### config.mk
export PLATFORM = sky130hd
export DESIGN_NAME = monitor_semaforo_flat
export DESIGN_NICKNAME = d
export VERILOG_FILES = /design/src/rtl/semaforo_pkg.sv /design/src/rtl/monitor_semaforo_if.sv /design/src/rtl/rastreador_luz.sv /design/src/rtl/monitor_semaforo.sv /design/src/flat_wrapper.sv
export SDC_FILE = /design/constraint.sdc
export NUM_CORES = 1
export LEC_CHECK = 0
export ABC_AREA = 1
export CAP_MARGIN = 20
export CORE_MARGIN = 2
export CORE_UTILIZATION = 55
export DETAILED_ROUTE_END_ITERATION = 7
export PLACE_DENSITY = 0.83
export REMOVE_ABC_BUFFERS = 1
export SLEW_MARGIN = 5
export SYNTH_ARGS = -nofsm -noshare
export SYNTH_HDL_FRONTEND = slang
export SYNTH_SLANG_ARGS = --single-unit
### constraint.sdc
create_clock -name clk -period 2 [get_ports clk]
set_input_delay 0.4 -clock clk [delete_from_list [all_inputs] [get_ports clk]]
set_output_delay 0.4 -clock clk [all_outputs]
set_load 0.02 [all_outputs]
### src/rtl/semaforo_pkg.sv
// ============================================================================
// Module   : semaforo_pkg
// Desc     : Shared light codes, tracker state enum and monitor error codes.
// Revision : 1.0
// ============================================================================
`default_nettype none

package semaforo_pkg;

  // One-hot light codes as seen on the controller output buses
  localparam logic [2:0] VERDE_OH    = 3'b001;
  localparam logic [2:0] AMARELO_OH  = 3'b010;
  localparam logic [2:0] VERMELHO_OH = 3'b100;

  typedef enum logic [1:0] {
    SEM_VERDE    = 2'd0,
    SEM_AMARELO  = 2'd1,
    SEM_VERMELHO = 2'd2
  } sem_estado_t;

  localparam logic [2:0] ERR_NONE      = 3'd0;
  localparam logic [2:0] ERR_ILEGAL    = 3'd1;
  localparam logic [2:0] ERR_CONFLITO  = 3'd2;
  localparam logic [2:0] ERR_SEQUENCIA = 3'd3;
  localparam logic [2:0] ERR_DURACAO   = 3'd4;

  localparam logic FONTE_A = 1'b0;
  localparam logic FONTE_B = 1'b1;

  function automatic logic eh_legal(input logic [2:0] oh);
    return (oh == VERDE_OH) || (oh == AMARELO_OH) || (oh == VERMELHO_OH);
  endfunction

  // Only meaningful for legal codes; anything else maps to vermelho
  function automatic sem_estado_t decodificar(input logic [2:0] oh);
    case (oh)
      VERDE_OH:   return SEM_VERDE;
      AMARELO_OH: return SEM_AMARELO;
      default:    return SEM_VERMELHO;
    endcase
  endfunction

  function automatic sem_estado_t sucessor(input sem_estado_t e);
    case (e)
      SEM_VERDE:   return SEM_AMARELO;
      SEM_AMARELO: return SEM_VERMELHO;
      default:     return SEM_VERDE;
    endcase
  endfunction

endpackage

`default_nettype wire

### src/rtl/monitor_semaforo_if.sv
// ============================================================================
// Module   : monitor_semaforo_if
// Desc     : Light-state buses observed by the monitor plus its status outputs.
// Revision : 1.0
// ============================================================================
`default_nettype none

interface monitor_semaforo_if;

  logic [2:0] A;
  logic [2:0] B;
  logic       erro;
  logic [2:0] cod_erro;
  logic       fonte;
  logic [7:0] ciclos_a;

  // master: whoever drives the light buses and reads the monitor status
  modport master (
    output A,
    output B,
    input  erro,
    input  cod_erro,
    input  fonte,
    input  ciclos_a
  );

  modport slave (
    input  A,
    input  B,
    output erro,
    output cod_erro,
    output fonte,
    output ciclos_a
  );

endinterface

`default_nettype wire

### src/rtl/rastreador_luz.sv
// ============================================================================
// Module   : rastreador_luz
// Desc     : Per-light tracker: legality, order and duration checks for one bus.
// Revision : 1.0
// ============================================================================
`default_nettype none

module rastreador_luz
  import semaforo_pkg::*;
(
  input  logic       clk,
  input  logic       rst,
  input  logic [2:0] sample,
  input  logic [7:0] AMARELO,
  input  logic [7:0] VERMELHO_MIN,
  output logic       legal,
  output logic       err_seq,
  output logic       err_dur,
  output logic       vermelho_para_verde
);

  sem_estado_t r_estado;
  logic [7:0]  r_cont;
  logic        r_valido;

  sem_estado_t w_atual;
  logic        w_mudou;
  logic        w_checa;

  always_comb begin
    legal   = eh_legal(sample);
    w_atual = decodificar(sample);
    // The first legal sample after reset is only a baseline
    w_checa = legal && r_valido;
    w_mudou = w_checa && (w_atual != r_estado);

    err_seq = w_mudou && (w_atual != sucessor(r_estado));

    err_dur = 1'b0;
    if (w_mudou && (r_estado == SEM_AMARELO) && (r_cont != AMARELO)) begin
      err_dur = 1'b1;
    end
    // Stuck amarelo: flag the sample that takes the run to AMARELO+1
    if (w_checa && !w_mudou && (r_estado == SEM_AMARELO) &&
        (r_cont == AMARELO) && (r_cont != 8'hFF)) begin
      err_dur = 1'b1;
    end
    if (w_mudou && (r_estado == SEM_VERMELHO) && (w_atual == SEM_VERDE) &&
        (r_cont < VERMELHO_MIN)) begin
      err_dur = 1'b1;
    end

    vermelho_para_verde = w_mudou && (r_estado == SEM_VERMELHO) &&
                          (w_atual == SEM_VERDE);
  end

  always_ff @(posedge clk) begin
    if (rst) begin
      r_estado <= SEM_VERDE;
      r_cont   <= 8'd0;
      r_valido <= 1'b0;
    end else if (legal) begin
      if (!r_valido || (w_atual != r_estado)) begin
        r_estado <= w_atual;
        r_cont   <= 8'd1;
        r_valido <= 1'b1;
      end else if (r_cont != 8'hFF) begin
        r_cont <= r_cont + 8'd1;
      end
    end
  end

endmodule

`default_nettype wire

### src/rtl/monitor_semaforo.sv
// ============================================================================
// Module   : monitor_semaforo
// Desc     : Passive traffic-light protocol checker; latches the first violation.
// Revision : 1.0
// ============================================================================
`default_nettype none

module monitor_semaforo
  import semaforo_pkg::*;
#(
  parameter logic [7:0] AMARELO      = 8'd3,
  parameter logic [7:0] VERMELHO_MIN = 8'd2
) (
  input  logic               clk,
  input  logic               rst,
  monitor_semaforo_if.slave  bus
);

  logic w_legal_a, w_seq_a, w_dur_a, w_vpv_a;
  logic w_legal_b, w_seq_b, w_dur_b, w_vpv_b;
  logic w_conflito;
  logic w_viol;
  logic [2:0] w_cod;
  logic w_fonte;

  logic       r_erro;
  logic [2:0] r_cod_erro;
  logic       r_fonte;
  logic [7:0] r_ciclos_a;

  rastreador_luz u_luz_a (
    .clk                 (clk),
    .rst                 (rst),
    .sample              (bus.A),
    .AMARELO             (AMARELO),
    .VERMELHO_MIN        (VERMELHO_MIN),
    .legal               (w_legal_a),
    .err_seq             (w_seq_a),
    .err_dur             (w_dur_a),
    .vermelho_para_verde (w_vpv_a)
  );

  rastreador_luz u_luz_b (
    .clk                 (clk),
    .rst                 (rst),
    .sample              (bus.B),
    .AMARELO             (AMARELO),
    .VERMELHO_MIN        (VERMELHO_MIN),
    .legal               (w_legal_b),
    .err_seq             (w_seq_b),
    .err_dur             (w_dur_b),
    .vermelho_para_verde (w_vpv_b)
  );

  always_comb begin
    w_conflito = w_legal_a && w_legal_b &&
                 (bus.A != VERMELHO_OH) && (bus.B != VERMELHO_OH);

    // Code order first, then A before B inside the same code
    w_viol  = 1'b1;
    w_cod   = ERR_NONE;
    w_fonte = FONTE_A;
    if (!w_legal_a) begin
      w_cod = ERR_ILEGAL;
    end else if (!w_legal_b) begin
      w_cod   = ERR_ILEGAL;
      w_fonte = FONTE_B;
    end else if (w_conflito) begin
      w_cod = ERR_CONFLITO;
    end else if (w_seq_a) begin
      w_cod = ERR_SEQUENCIA;
    end else if (w_seq_b) begin
      w_cod   = ERR_SEQUENCIA;
      w_fonte = FONTE_B;
    end else if (w_dur_a) begin
      w_cod = ERR_DURACAO;
    end else if (w_dur_b) begin
      w_cod   = ERR_DURACAO;
      w_fonte = FONTE_B;
    end else begin
      w_viol = 1'b0;
    end
  end

  always_ff @(posedge clk) begin
    if (rst) begin
      r_erro     <= 1'b0;
      r_cod_erro <= ERR_NONE;
      r_fonte    <= FONTE_A;
      r_ciclos_a <= 8'd0;
    end else begin
      if (!r_erro && w_viol) begin
        r_erro     <= 1'b1;
        r_cod_erro <= w_cod;
        r_fonte    <= w_fonte;
      end
      if (w_vpv_a) begin
        r_ciclos_a <= r_ciclos_a + 8'd1;
      end
    end
  end

  assign bus.erro     = r_erro;
  assign bus.cod_erro = r_cod_erro;
  assign bus.fonte    = r_fonte;
  assign bus.ciclos_a = r_ciclos_a;

endmodule

`default_nettype wire
### src/flat_wrapper.sv
// flat-port wrapper written by rule: the top's interface ports become plain ports
module monitor_semaforo_flat import semaforo_pkg::*;
#(
  parameter logic [7:0] AMARELO      = 8'd3,
  parameter logic [7:0] VERMELHO_MIN = 8'd2
)
  (clk, rst, bus_A, bus_B, bus_erro, bus_cod_erro, bus_fonte, bus_ciclos_a);
  monitor_semaforo_if bus_i ();
  input  logic clk;
  input  logic rst;
  input wire logic [$bits(bus_i.A)-1:0] bus_A;
  input wire logic [$bits(bus_i.B)-1:0] bus_B;
  output wire logic [$bits(bus_i.erro)-1:0] bus_erro;
  output wire logic [$bits(bus_i.cod_erro)-1:0] bus_cod_erro;
  output wire logic [$bits(bus_i.fonte)-1:0] bus_fonte;
  output wire logic [$bits(bus_i.ciclos_a)-1:0] bus_ciclos_a;
  assign bus_i.A = bus_A;
  assign bus_i.B = bus_B;
  assign bus_erro = bus_i.erro;
  assign bus_cod_erro = bus_i.cod_erro;
  assign bus_fonte = bus_i.fonte;
  assign bus_ciclos_a = bus_i.ciclos_a;
  monitor_semaforo #(.AMARELO(AMARELO), .VERMELHO_MIN(VERMELHO_MIN)) u_core (.clk(clk), .rst(rst), .bus(bus_i));
endmodule
==> flow_summary.yaml <==
critical_path:
  worstSetupPathType: "reg2reg"
  critPathRequiredTime_ns: 2.18
  end_kind: "flop"
  cp-start-kind: "flop"
  cp_max_fo: 4
  cp.arrival_ns: 1.96
yosys:
  netlist.area_leader.share_pct: 34.1
  ys_warn_count: 0
  synth_compound_gate_area_share_pct: 10.8
  syn_area_um2: 2050
  synth-xor-area-share_pct: 2.99
  synth_seq_area_share_pct: 34.1
  yosys_register_bits: 35
  postSynthAreaPerCell_um2: 6.96
  synthAdderAreaFrac_pct: 1.83
  synthSimpleGateAreaFrac_pct: 40.5
  yosys.area.top_type: "dfxtp_1"
  ys_types: 32
  synthMuxAreaShare_pct: 0
  yosys-top-cells-area: "dfxtp_1 34%, nand2_1 11%, nand3_1 8.0%"
  synthCells: 295
  synth_top_family_by_area: "simple AND/OR/NAND/NOR gates"
pwr:
  peakVddDrop_mv: 0.338
  switchingPower_uw: 436
  powerDensity_nw_per_um2: 575
  power_frac_seq_pct: 47.7
  intPower_uw: 1110
  clkPwrFrac_pct: 33.8
  total_leakage_power_uw: 0.00126
  switching_share_pct: 28.2
  pwr-share-comb_pct: 18.5
timing:
  finalClockSkew_ns: 0.00395
  fin_crit_sh_pct: 88.9
  setup_tns_ns: 0
  fin_crit_ns: 1.78
  hold_viol_final: 0
  max_freq_mhz: 562
  maxSlewViolCount: 0
  tightest_slew_ns: 0.323
  setup_violations: 0
  max_slew_margin_pct: 78.4
floorplanning:
  fp.dieW_um: 65.1
  coreArea_um2: 3630
  fp.dieArea_um2: 4240
  rows: 22
  pin_count: 21
  initial_core_util_pct: 56.5
  die_y_um: 65.1
routing:
  drc_errors: 0
  wl_mm: 4.61
  firstDrtPassIters: 4
  post_drt_wl_per_cell_um: 11.7
  dr_total_vias: 2072
  ant_nets: 0
  first_iter_violations: 172
  viasPerCell: 5.23
clock_network:
  root_buffer: "clkbuf_8"
  clock_path_buffers: 2
  clk_latency_ns: 0.28
  clock-sinks: 35
  clk_pin_slew_worst_paths_ns: 0.07
  ctsHoldBuffers: 0
  cts_buffers: 5
  h-tree-depth: 2
  cts_tree: "done"
finish:
  antennaDiodeCount: 0
  final_cells: 396
  design_area_um2: 2690
  nets: 359
  area_growth_syn_to_layout_pct: 31.2
  drive_gt1_share_pct: 23.0
global_route:
  grt_pass1_wl_mm: 7.99
  globalRouteOverflowTotal: 0
  grtUsageTotal_pct: 23.6
  antenna_found_initial: 0
  grt_pass1_vias: 1931
  grt_max_degree: 12
place:
  dp_hpwl_mm: 3.41
  routabilityCongestion: 0.885
  placed_area_um2: 2500
  portBuffers: 20
  dp_cells: 388
status:
  status: "completed"
min_path:
  min_path_type: "reg2reg"
job:
  cap_viol_max_count: 0
-- area by class of cell --
cell class,count,area (um^2)
inverter,49,184
fill,290,942
sequential,35,702
timing repair buffer,48,425
tap,48,60.1
clock inverter,1,5.00
clock buffer,6,82.6
multi-input combinational,209,1230
-- worst paths after layout --
check | from | to | slack, ns | depth (start not counted)
setup / recovery | u_core.u_luz_b.r_cont[1] | u_core.bus.cod_erro[2] | 0.22 | 13
hold reg to reg | u_core.u_luz_b.r_cont[4] | u_core.u_luz_b.r_cont[4] | 0.48 | 2
hold / removal | u_core.u_luz_b.r_cont[4] | u_core.u_luz_b.r_cont[4] | 0.48 | 2
setup reg to reg | u_core.u_luz_b.r_cont[1] | u_core.bus.cod_erro[2] | 0.22 | 13
-- state kept, by name, indices dropped and copies added, names as in the netlist --
| register | count |
|---|---|
| u_core.bus.ciclos_a | 8 |
| u_core.u_luz_a.r_cont | 8 |
| u_core.u_luz_b.r_cont | 8 |
| u_core.bus.cod_erro | 3 |
| u_core.u_luz_a.r_estado | 2 |
| u_core.u_luz_b.r_estado | 2 |
| u_core.bus.erro | 1 |
| u_core.bus.fonte | 1 |
| u_core.u_luz_a.r_valido | 1 |
| u_core.u_luz_b.r_valido | 1 |
-- critical path, cell delays in order, from the launching register on --
cell and delay [ns]:
dfxtp_1 0.38, ha_2 0.22, nand2_1 0.06, inv_1 0.10, nand4_1 0.12, nand2_2 0.14, nor2_1 0.06, nand2_1 0.05
nand2_1 0.07, inv_1 0.06, nand3_1 0.10, buf_4 0.15, a21oi_1 0.12, nor2_1 0.05
-- logic make-up (layout without fill, tap and decap cells) --
| kind of cell | Yosys count | in the layout |
|---|---|---|
| xor gates and xnor gates | 7 | 7 |
| AOI/OAI and AO/OA | 38 | 38 |
| buffers and inverters | 51 | 104 |
| and+or+nand+nor | 161 | 161 |
| adders and majority gates | 3 | 3 |
| DFF | 35 | 35 |
-- layout by cell type, fill, tap and decap left out, types with 2 or more instances in the layout --
master and count:
nand3_1 31, o21ai_0 9, o32ai_1 4, clkdlybuf4s50_1 14, dlymetal6s2s_1 6, buf_4 28, clkbuf_8 6, nand3_2 5
nand4_1 5, nor2_1 31, nor3_4 4, nand2_2 10, nand2_1 57, dfxtp_1 34, nor3_1 2, inv_2 9
nand2_4 2, a21oi_1 16, a211oi_1 2, nor2_2 2, nand3_4 6, nor3b_1 3, ha_1 2, xor2_1 7
inv_1 39
-- power groups by stage --
stage	Clock, uW	Sequential, uW	Combinational, uW
2_1_floorplan	0	758	149
6_report	523	738	287
5_1_grt	561	741	319
3_5_place_dp	0	753	271
3_3_place_gp	0	752	265
4_1_cts	530	737	273
-- stage by stage --
stage | utilization [%] | setup slack (ns) | power, uW | hold WS [ns]
after detailed placement | 68.8 | -0.239 | 1020 | 0.465
after CTS | 71.2 | 0.0382 | 1540 | 0.474
after global routing | 74.1 | -0.00763 | 1620 | 0.516
after floorplan | - | 0.395 | 907 | 0.444
after global placement | 68.8 | -0.173 | 1020 | 0.466
final | 74.1 | 0.222 | 1550 | 0.475
-- layer usage --
metal / track usage, % / vias to the layer above / share of wire, %
met5: 0 / - / 0
met3: 4.69 / 8 / 4.1
li1: - / 1068 / -
met1: 27.8 / 950 / 45
met4: 7.29 / 0 / 1.1
met2: 42.8 / 46 / 50
-- synthesized netlist by cell type, drive strengths merged --
master  number
nand2       69
inv         48
nand3       42
dfxtp       35
nor2        33
a21oi       17
o21ai       11
nor3         7
xor2         7
nand4        5
nor3b        4
o32ai        4
ha           3
a211oi       2
a221oi       1
a31oi        1
a41oi        1
buf          1
clkbuf       1
clkinv       1
nor4         1
o21a         1
-- what timing repair did --
item	4_1_cts	5_1_grt
setup buffers	0	1
gates resized for setup	0	26
setup endpoints to repair	0	16
(Power assumes the default switching activity.)
==> variant, RTL diff (same settings) <==
Re-encode `sem_estado_t` (3 values) as one-hot, 3 bits wide.
--- a/src/rtl/semaforo_pkg.sv
+++ b/src/rtl/semaforo_pkg.sv
@@ -12,10 +12,10 @@
   localparam logic [2:0] AMARELO_OH  = 3'b010;
   localparam logic [2:0] VERMELHO_OH = 3'b100;
 
-  typedef enum logic [1:0] {
-    SEM_VERDE    = 2'd0,
-    SEM_AMARELO  = 2'd1,
-    SEM_VERMELHO = 2'd2
+  typedef enum logic [2:0] {
+    SEM_VERDE    = 3'b001,
+    SEM_AMARELO  = 3'b010,
+    SEM_VERMELHO = 3'b100
   } sem_estado_t;
 
   localparam logic [2:0] ERR_NONE      = 3'd0;
Function: same outputs for any inputs over 10 cycles, from zero or initial values and one cycle with rst high; not proved beyond that.
==> variant against the unedited design <==
Wire length up 14%. Cell area grew 10%. First-iteration DRC count is 59% lower. Power grew 16%. Setup slack worse by 0.052 ns. Area after synthesis grew 11%. Sequential cell count increased by 2. Synthesized cell count is 12% higher. Largest cell class unchanged.
==> variant: results (changes against the unedited design) <==
Parameter                              Value

Outcome
  Status ... finished clean (unchanged)

Pwr
  IR drop worst, VDD ... 0.000337 V (was 0.000338 V)
  Standby leakage power ... 1.38 nW (was 1.26 nW)
  Net switching power ... 0.486 mW (was 0.436 mW)
  Logic power comb ... 0.333 mW (was 0.287 mW)
  Power density relative to cell area ... 606 nW/um2 (was 575 nW/um2)

Worst setup path
  Standard cell with the maximum stage delay on the critical path ... sky130_fd_sc_hd__dfxtp_2 (was sky130_fd_sc_hd__dfxtp_1)
  Critical path's largest stage delay ... 0.36 ns (was 0.38 ns)
  CP Data Arrival Time ... 2.02 ns (was 1.96 ns)

Finish
  Multi-input gate share of the layout cell area ... 45.7% (was 45.8%)
  Final-layout non-clock buffer area share ... 16.4% (was 15.8%)
  Multi-input gate count ... 239 (was 209)
  Non-clock buffers ... 55 (was 48)
  Layout cells sized above 1 ... 24.7% (was 23.0%)
  Final-stage net count ... 402 (was 359)
  Filler cells ... 323 (was 290)
  FFs & Latches ... 37 (was 35)
  Clock buf/inv share ... 4.05% (was 3.25%)
  Count of inverters not on the clock network in the layout ... 53 (was 49)

Timing
  Max-slew headroom ... 72.3% (was 78.4%)
  Worst setup skew after layout ... 0.0141 ns (was 0.00395 ns)

Synthesis
  Top cells by area, synth ... sky130_fd_sc_hd__dfxtp_1, sky130_fd_sc_hd__nand2_1, sky130_fd_sc_hd__nand3_1, sky130_fd_sc_hd__inv_1, sky130_fd_sc_hd__nor2_1 (unchanged)
  Compound-gate portion of the synthesized area ... 13.2% (was 10.8%)
  Top cells by instance count after synthesis ... sky130_fd_sc_hd__nand2_1, sky130_fd_sc_hd__inv_1, sky130_fd_sc_hd__dfxtp_1, sky130_fd_sc_hd__nand3_1, sky130_fd_sc_hd__nor2_1 (unchanged)
  Number of unique standard cell types used by synthesis ... 37 (was 32)
  Fraction of the mapped netlist area in adder cells ... 1.65% (was 1.83%)
  Synth Area in XOR/XNOR ... 1.54% (was 2.99%)
  Post-synthesis instance total ... 331 (was 295)

Route
  Routed met3 length ... 220 um (was 191 um)
  Average wire length per cell after detail routing ... 11.9 um (was 11.7 um)

Placed design
  HPWL after detailed placement ... 3900 um (was 3410 um)
  Post-Place Cells ... 430 (was 388)
  Weighted congestion reported at the end of routability-driven placement ... 0.917 (was 0.885)

Global routing
  Routing usage on met3 ... 6.74% (was 4.69%)
  Global-route usage over all layers ... 24.3% (was 23.6%)
  GR met1 Demand/Resource ... 28.1% (was 27.8%)
  Global-route wire length before repair ... 8520 um (was 7990 um)
## variant: cell count changes in the layout (fill, tap and decap cells not counted), moves of 4 or more
cell	unedited run	this run
sky130_fd_sc_hd__nand2_1	57	65
sky130_fd_sc_hd__buf_4	28	34
sky130_fd_sc_hd__o21ai_0	9	15
sky130_fd_sc_hd__inv_2	9	14
sky130_fd_sc_hd__nand4_1	5	10
sky130_fd_sc_hd__xor2_1	7	3
## variant: worst paths after layout
kind,start,to,slack [ns]
max reg2reg,u_core.u_luz_b.r_cont[0],u_core.bus.cod_erro[0],0.17
max,u_core.u_luz_b.r_cont[0],u_core.bus.cod_erro[0],0.17
min reg2reg,u_core.bus.cod_erro[2],u_core.bus.cod_erro[2],0.46
min,u_core.bus.cod_erro[2],u_core.bus.cod_erro[2],0.46
## variant: through the flow
step	setup TNS (ns)	cell area (um2)
floorplan	0	2260
global placement	-6.10	2770
detailed placement	-7.73	2770
CTS	0	2900
global route	0	2970
finish	0	2970
